==> config.mk <==
export PLATFORM = sky130hd
export DESIGN_NAME = alu_result_fifo_flat
export DESIGN_NICKNAME = d
export VERILOG_FILES = /design/src/rtl/alu_types_pkg.sv /design/src/rtl/alu_result_fifo_if.sv /design/src/rtl/alu_fifo_mem.sv /design/src/rtl/alu_result_fifo.sv /design/src/flat_wrapper.sv
export SDC_FILE = /design/constraint.sdc
export NUM_CORES = 1
export LEC_CHECK = 0
export ABC_AREA = 1
export CORE_MARGIN = 5
export CORE_UTILIZATION = 30
export CTS_CLUSTER_DIAMETER = 200
export DETAILED_ROUTE_END_ITERATION = 8
export MAX_ROUTING_LAYER = met4
export PLACE_DENSITY = 0.52
export SLEW_MARGIN = 5
export SYNTH_ARGS = -nofsm -noshare
export SYNTH_HDL_FRONTEND = slang
export SYNTH_SLANG_ARGS = --single-unit
==> constraint.sdc <==
create_clock -name clk -period 2.56 [get_ports clk]
set_clock_uncertainty 0.15 [all_clocks]
set_input_delay 0.512 -clock clk [delete_from_list [all_inputs] [get_ports clk]]
set_output_delay 0.512 -clock clk [all_outputs]
set_load 0.05 [all_outputs]
==> src/rtl/alu_types_pkg.sv <==
// Shared ALU types and sizing constants for the ALU and its result FIFO.
package alu_types_pkg;

  localparam int ALU_WIDTH      = 6;
  localparam int ALU_FIFO_DEPTH = 8;
  localparam int ALU_AF_LEVEL   = 6;
  localparam int ALU_DROP_W     = 8;

  // ALU result is one bit wider than the operands to hold the carry.
  typedef logic [ALU_WIDTH:0] alu_result_t;

endpackage

==> src/rtl/alu_result_fifo_if.sv <==
// Bus between the ALU output registers, the result FIFO and the result consumer.
// The slave modport is the FIFO side; the master modport is the producer/consumer side.
interface alu_result_fifo_if
  import alu_types_pkg::*;
#(
  parameter int WIDTH  = ALU_WIDTH,
  parameter int DEPTH  = ALU_FIFO_DEPTH,
  parameter int DROP_W = ALU_DROP_W
);

  logic [WIDTH:0]           in_data;
  logic                     in_valid;
  logic [WIDTH:0]           out_data;
  logic                     out_valid;
  logic                     out_ready;
  logic [$clog2(DEPTH):0]   count;
  logic                     almost_full;
  logic                     overflow;
  logic [DROP_W-1:0]        drop_cnt;
  logic                     clr_ovf;

  modport slave (
    input  in_data, in_valid, out_ready, clr_ovf,
    output out_data, out_valid, count, almost_full, overflow, drop_cnt
  );

  modport master (
    output in_data, in_valid, out_ready, clr_ovf,
    input  out_data, out_valid, count, almost_full, overflow, drop_cnt
  );

endinterface

==> src/rtl/alu_fifo_mem.sv <==
// Storage array for the ALU result FIFO: synchronous write, asynchronous read, no reset.
module alu_fifo_mem
  import alu_types_pkg::*;
#(
  parameter int WIDTH = ALU_WIDTH,
  parameter int DEPTH = ALU_FIFO_DEPTH
) (
  input  logic                     clk,
  input  logic                     i_we,
  input  logic [$clog2(DEPTH)-1:0] i_wrAddr,
  input  logic [WIDTH:0]           i_wrData,
  input  logic [$clog2(DEPTH)-1:0] i_rdAddr,
  output logic [WIDTH:0]           o_rdData
);

  logic [WIDTH:0] r_mem [DEPTH];

  // Write the accepted entry into the slot addressed by the write pointer.
  always_ff @(posedge clk) begin
    if (i_we) begin
      r_mem[i_wrAddr] <= i_wrData;
    end
  end

  assign o_rdData = r_mem[i_rdAddr];

endmodule

==> src/rtl/alu_result_fifo.sv <==
// Result FIFO behind the ALU: absorbs bursts of results that cannot be stalled,
// presents them over valid/ready, and counts any result dropped while full.
module alu_result_fifo
  import alu_types_pkg::*;
#(
  parameter int WIDTH    = ALU_WIDTH,
  parameter int DEPTH    = ALU_FIFO_DEPTH,
  parameter int AF_LEVEL = ALU_AF_LEVEL,
  parameter int DROP_W   = ALU_DROP_W
) (
  input logic               clk,
  input logic               rst_n,
  alu_result_fifo_if.slave  bus
);

  localparam int PW = $clog2(DEPTH);
  localparam int CW = PW + 1;

  logic [PW-1:0]     r_wrPtr;
  logic [PW-1:0]     r_rdPtr;
  logic [CW-1:0]     r_count;
  logic              r_outValid;
  logic              r_almostFull;
  logic              r_overflow;
  logic [DROP_W-1:0] r_dropCnt;

  logic              w_full;
  logic              w_pop;
  logic              w_push;
  logic              w_drop;
  logic [CW-1:0]     w_countNext;
  logic [WIDTH:0]    w_rdData;

  // A full FIFO can still take a result when the head leaves in the same cycle.
  assign w_full = (r_count == CW'(DEPTH));
  assign w_pop  = r_outValid & bus.out_ready;
  assign w_push = bus.in_valid & (~w_full | w_pop);
  assign w_drop = bus.in_valid & w_full & ~w_pop;

  // Occupancy after this cycle; flags are registered from it so inputs never reach outputs combinationally.
  always_comb begin
    w_countNext = r_count;
    if (w_push && !w_pop) begin
      w_countNext = r_count + CW'(1);
    end else if (!w_push && w_pop) begin
      w_countNext = r_count - CW'(1);
    end
  end

  // Pointers, occupancy and the registered status outputs.
  always_ff @(posedge clk or negedge rst_n) begin
    if (!rst_n) begin
      r_wrPtr      <= '0;
      r_rdPtr      <= '0;
      r_count      <= '0;
      r_outValid   <= 1'b0;
      r_almostFull <= 1'b0;
    end else begin
      if (w_push) begin
        r_wrPtr <= r_wrPtr + PW'(1);
      end
      if (w_pop) begin
        r_rdPtr <= r_rdPtr + PW'(1);
      end
      r_count      <= w_countNext;
      r_outValid   <= (w_countNext != '0);
      r_almostFull <= (w_countNext >= CW'(AF_LEVEL));
    end
  end

  // Sticky overflow and saturating drop counter; a clear in the same cycle as a drop wins.
  always_ff @(posedge clk or negedge rst_n) begin
    if (!rst_n) begin
      r_overflow <= 1'b0;
      r_dropCnt  <= '0;
    end else if (bus.clr_ovf) begin
      r_overflow <= 1'b0;
      r_dropCnt  <= '0;
    end else if (w_drop) begin
      r_overflow <= 1'b1;
      if (r_dropCnt != '1) begin
        r_dropCnt <= r_dropCnt + DROP_W'(1);
      end
    end
  end

  alu_fifo_mem #(
    .WIDTH (WIDTH),
    .DEPTH (DEPTH)
  ) u_mem (
    .clk      (clk),
    .i_we     (w_push),
    .i_wrAddr (r_wrPtr),
    .i_wrData (bus.in_data),
    .i_rdAddr (r_rdPtr),
    .o_rdData (w_rdData)
  );

  // Memory is never reset, so the head is masked to zero while empty.
  assign bus.out_data    = r_outValid ? w_rdData : '0;
  assign bus.out_valid   = r_outValid;
  assign bus.count       = r_count;
  assign bus.almost_full = r_almostFull;
  assign bus.overflow    = r_overflow;
  assign bus.drop_cnt    = r_dropCnt;

endmodule
==> src/flat_wrapper.sv <==
// flat-port wrapper written by rule: the top's interface ports become plain ports
module alu_result_fifo_flat import alu_types_pkg::*;
#(
  parameter int WIDTH    = ALU_WIDTH,
  parameter int DEPTH    = ALU_FIFO_DEPTH,
  parameter int AF_LEVEL = ALU_AF_LEVEL,
  parameter int DROP_W   = ALU_DROP_W
)
  (clk, rst_n, bus_in_data, bus_in_valid, bus_out_ready, bus_clr_ovf, bus_out_data, bus_out_valid, bus_count, bus_almost_full, bus_overflow, bus_drop_cnt);
  alu_result_fifo_if #(.WIDTH(WIDTH), .DEPTH(DEPTH), .DROP_W(DROP_W)) bus_i ();
  input logic clk;
  input logic rst_n;
  input wire logic [$bits(bus_i.in_data)-1:0] bus_in_data;
  input wire logic [$bits(bus_i.in_valid)-1:0] bus_in_valid;
  input wire logic [$bits(bus_i.out_ready)-1:0] bus_out_ready;
  input wire logic [$bits(bus_i.clr_ovf)-1:0] bus_clr_ovf;
  output wire logic [$bits(bus_i.out_data)-1:0] bus_out_data;
  output wire logic [$bits(bus_i.out_valid)-1:0] bus_out_valid;
  output wire logic [$bits(bus_i.count)-1:0] bus_count;
  output wire logic [$bits(bus_i.almost_full)-1:0] bus_almost_full;
  output wire logic [$bits(bus_i.overflow)-1:0] bus_overflow;
  output wire logic [$bits(bus_i.drop_cnt)-1:0] bus_drop_cnt;
  assign bus_i.in_data = bus_in_data;
  assign bus_i.in_valid = bus_in_valid;
  assign bus_i.out_ready = bus_out_ready;
  assign bus_i.clr_ovf = bus_clr_ovf;
  assign bus_out_data = bus_i.out_data;
  assign bus_out_valid = bus_i.out_valid;
  assign bus_count = bus_i.count;
  assign bus_almost_full = bus_i.almost_full;
  assign bus_overflow = bus_i.overflow;
  assign bus_drop_cnt = bus_i.drop_cnt;
  alu_result_fifo #(.WIDTH(WIDTH), .DEPTH(DEPTH), .AF_LEVEL(AF_LEVEL), .DROP_W(DROP_W)) u_core (.clk(clk), .rst_n(rst_n), .bus(bus_i));
endmodule
==> metrics.md <==
| Metric | Value |
|---|---|
| Slew @ Worst Pin | 0.6533 ns |
| Max FO, Critical Path | 12 |
| Post-synth top flop | edfxtp_1 |
| Arr. time, crit path | 1.79 ns |
| Share of cells above drive strength 1 | 17.57% |
| # nets final | 401 |
| Detail Placement HPWL | 5.510 mm |
| Synth Warn # | 0 |
| P_leak | 0.001757 µW |
| Initial DRC Count | 170 |
| CTS buffer count | 9 |
| Max Cap Viol | 0 |
| Fmax | 407.6 MHz |
| Total negative setup slack | 0 ns |
| PD cells | 1325 nW/µm² |
| Cell variety after synth | 31 |
| Most used routing layer | met2 |
| Routed vias/inst | 4.670 |
| Initial antenna violation count | 0 |
| M1 GR Usage | 14.94% |
| Startpoint types | register |
| Vias in the first global route | 2456 |
| Min Tclk post-route | 2.453 ns |
| Congestion Overflow GR | 0 |
| Global-route wire length before repair | 12.55 mm |
| Commonest non-fill, non-tap cell in the layout | nand2_1 |
| Status | complete, no violations |
| Avg Cell Area, Syn | 10.67 µm² |
| Port buffer count | 33 |
| Chip height | 118.2 µm |
| Die footprint | 13960 µm² |
| Gr usage total | 11.69% |
| Worst hold path type | input port to async pin |
| Seq cells post-synth | 77 |
| Req. time, crit path | 1.90 ns |
| IO Count | 34 |
| Wire per inst | 14.45 µm |
| Initial core utilization | 30.61% |
| CTS tree | built |
| Final core utilization | 39.06% |
| Worst VDD drop | 1.414 mV |
| Final wirelength | 7.658 mm |
| Mapped Cells | 329 |
| Layout overhead on the synthesized area | 27.63% |
| Routability Congestion | 0.8197 |
| Bufs on Longest Clock Path | 2 |
| Fin. max-slew vios | 0 |
| CP Capture Type | output pin |
| Seq/Total Area, Yosys | 62.89% |
| H-tree depth | 3 |
| Worst-skew pair later-pin latency | 0.33 ns |
| GR Layer Usage met2 | 18.07% |
| Post-route ant nets | 0 |
| Via count | 2475 |
| Fin crit share | 95.83% |
| Grt met3 use | 3.438% |
| Syn_nets | 347 |
| Clock sink count | 77 |
| Worst-path clk slew | 0.06 ns |
| Final count of negative-setup-slack endpoints | 0 |
| Slew Limit Headroom | 56.45% |
| Unrepaired setup endpoints after global routing | no |
| Core region area | 11470 µm² |
| Post-CTS Setup Repair Bufs | 0 |
| Most frequent cells in the layout | nand2_1 (62), nor2_1 (60), edfxtp_1 (56) |
| Pre-antenna DRT Iters | 5 |
| Drt drc | 0 |
| Clock Root Buffer | clkbuf_16 |
| Mapped Area | 3510 µm² |
| Post-synth ARST share | 27.27% |
| Pin count of the biggest net entering global routing | 30 |
| Number of synthesized flops with an enable pin | 56 |
| Row Count | 39 |
| Endpoints failing hold | 0 |
| DIE WIDTH | 118.2 µm |
| ANT cells | 0 |
| WS Path Type | register to output pin |
==> per-layer routing <==
layer / vias to the layer above / part of all wire [%]
met4: 0 / 1.1
li1: 1236 / -
met1: 1190 / 48
met2: 40 / 47
met3: 9 / 3.9
met5: - / 0
==> Yosys cell counts, types with 5 or more instances <==
cell type  number  area share, %
nor2_1         62            6.6
edfxtp_1       56             48
o21ai_0        29            4.1
inv_1          16            1.7
nand2_1        62            6.6
ha_1            6            2.1
dfrtp_1        21             15
nand3_1        13            1.9
xor2_1          6            1.5
o22ai_1         7            1.2
o21ai_2         5            1.2
o211ai_1        7            1.5
==> final timing paths <==
kind	start	end	slack [ns]	cells past startpoint
setup / recovery	u_core.r_rdPtr[1]$_DFFE_PN0N_	bus_out_data[2]	0.11	6
hold reg to reg	u_core.bus.overflow$_DFFE_PN0P_	u_core.bus.overflow$_DFFE_PN0P_	0.38	2
max in group asynchronous	rst_n	u_core.r_rdPtr[1]$_DFFE_PN0N_	1.62	2
hold / removal	rst_n	u_core.bus.drop_cnt[7]$_DFFE_PN0P_	0.38	2
min in group clk	u_core.bus.overflow$_DFFE_PN0P_	u_core.bus.overflow$_DFFE_PN0P_	0.38	2
setup reg to reg	u_core.bus.count[0]$_DFF_PN0_	u_core.u_mem.r_mem[4][3]$_DFFE_PP_	0.44	7
==> logic make-up after synthesis <==
| group | share of synthesized area (%) |
|---|---|
| xor+xnor | 1.997 |
| fa+ha+maj | 2.139 |
| flops | 62.89 |
| buf+inv | 4.528 |
| simple gates | 19.32 |
| compound gates | 9.126 |
==> final cells by class <==
type                       instances  area [µm²]
fill                            1120        6988
sequential                        77        2208
multi-input combinational        222        1149
timing repair buffer              54       555.5
clock buffer                       9       225.2
tap                              143       178.9
clock inverter                     6       88.84
inverter                          19       73.82
==> report_power, final <==
part	leakage, µW	total, µW	switching [µW]	internal, µW
logic	0.000839	2800	1700	1110
registers	0.000770	1810	222	1590
clock network	0.000147	1320	472	847
total	0.00176	5930	2390	3540
==> sequential cells by signal, indices dropped and copies added (netlist names) <==
name	flops
u_core.bus.count	4
u_core.r_wrPtr	3
u_core.r_rdPtr	3
u_core.bus.drop_cnt	8
u_core.bus.out_valid	1
u_core.bus.almost_full	1
u_core.u_mem.r_mem	56
u_core.bus.overflow	1
==> critical path: stages (launching register included) <==
cell and delay [ns]:
dfrtp_2 0.50, inv_2 0.18, o21ai_0 0.15, o22ai_1 0.19
nor2_1 0.07, nor2_1 0.21, buf_12 0.16
==> what timing repair did <==
item,in CTS,in global routing
gates resized for setup,3,2
hold buffers,0,0
setup endpoints to repair,7,2
==> stage by stage <==
step	setup slack [ns]	area, µm²	hold WS, ns	instances	total power [µW]
2_1_floorplan	0.1437	3510	0.06641	329	3509
3_3_place_gp	0.07372	4156	0.3862	515	4630
3_5_place_dp	0.08353	4156	0.3723	515	4650
4_1_cts	0.08020	4474	0.3826	530	5988
5_1_grt	0.003194	4479	0.3884	530	6300
6_report	0.1067	4479	0.3783	530	5934
(Power assumes the default switching activity.)
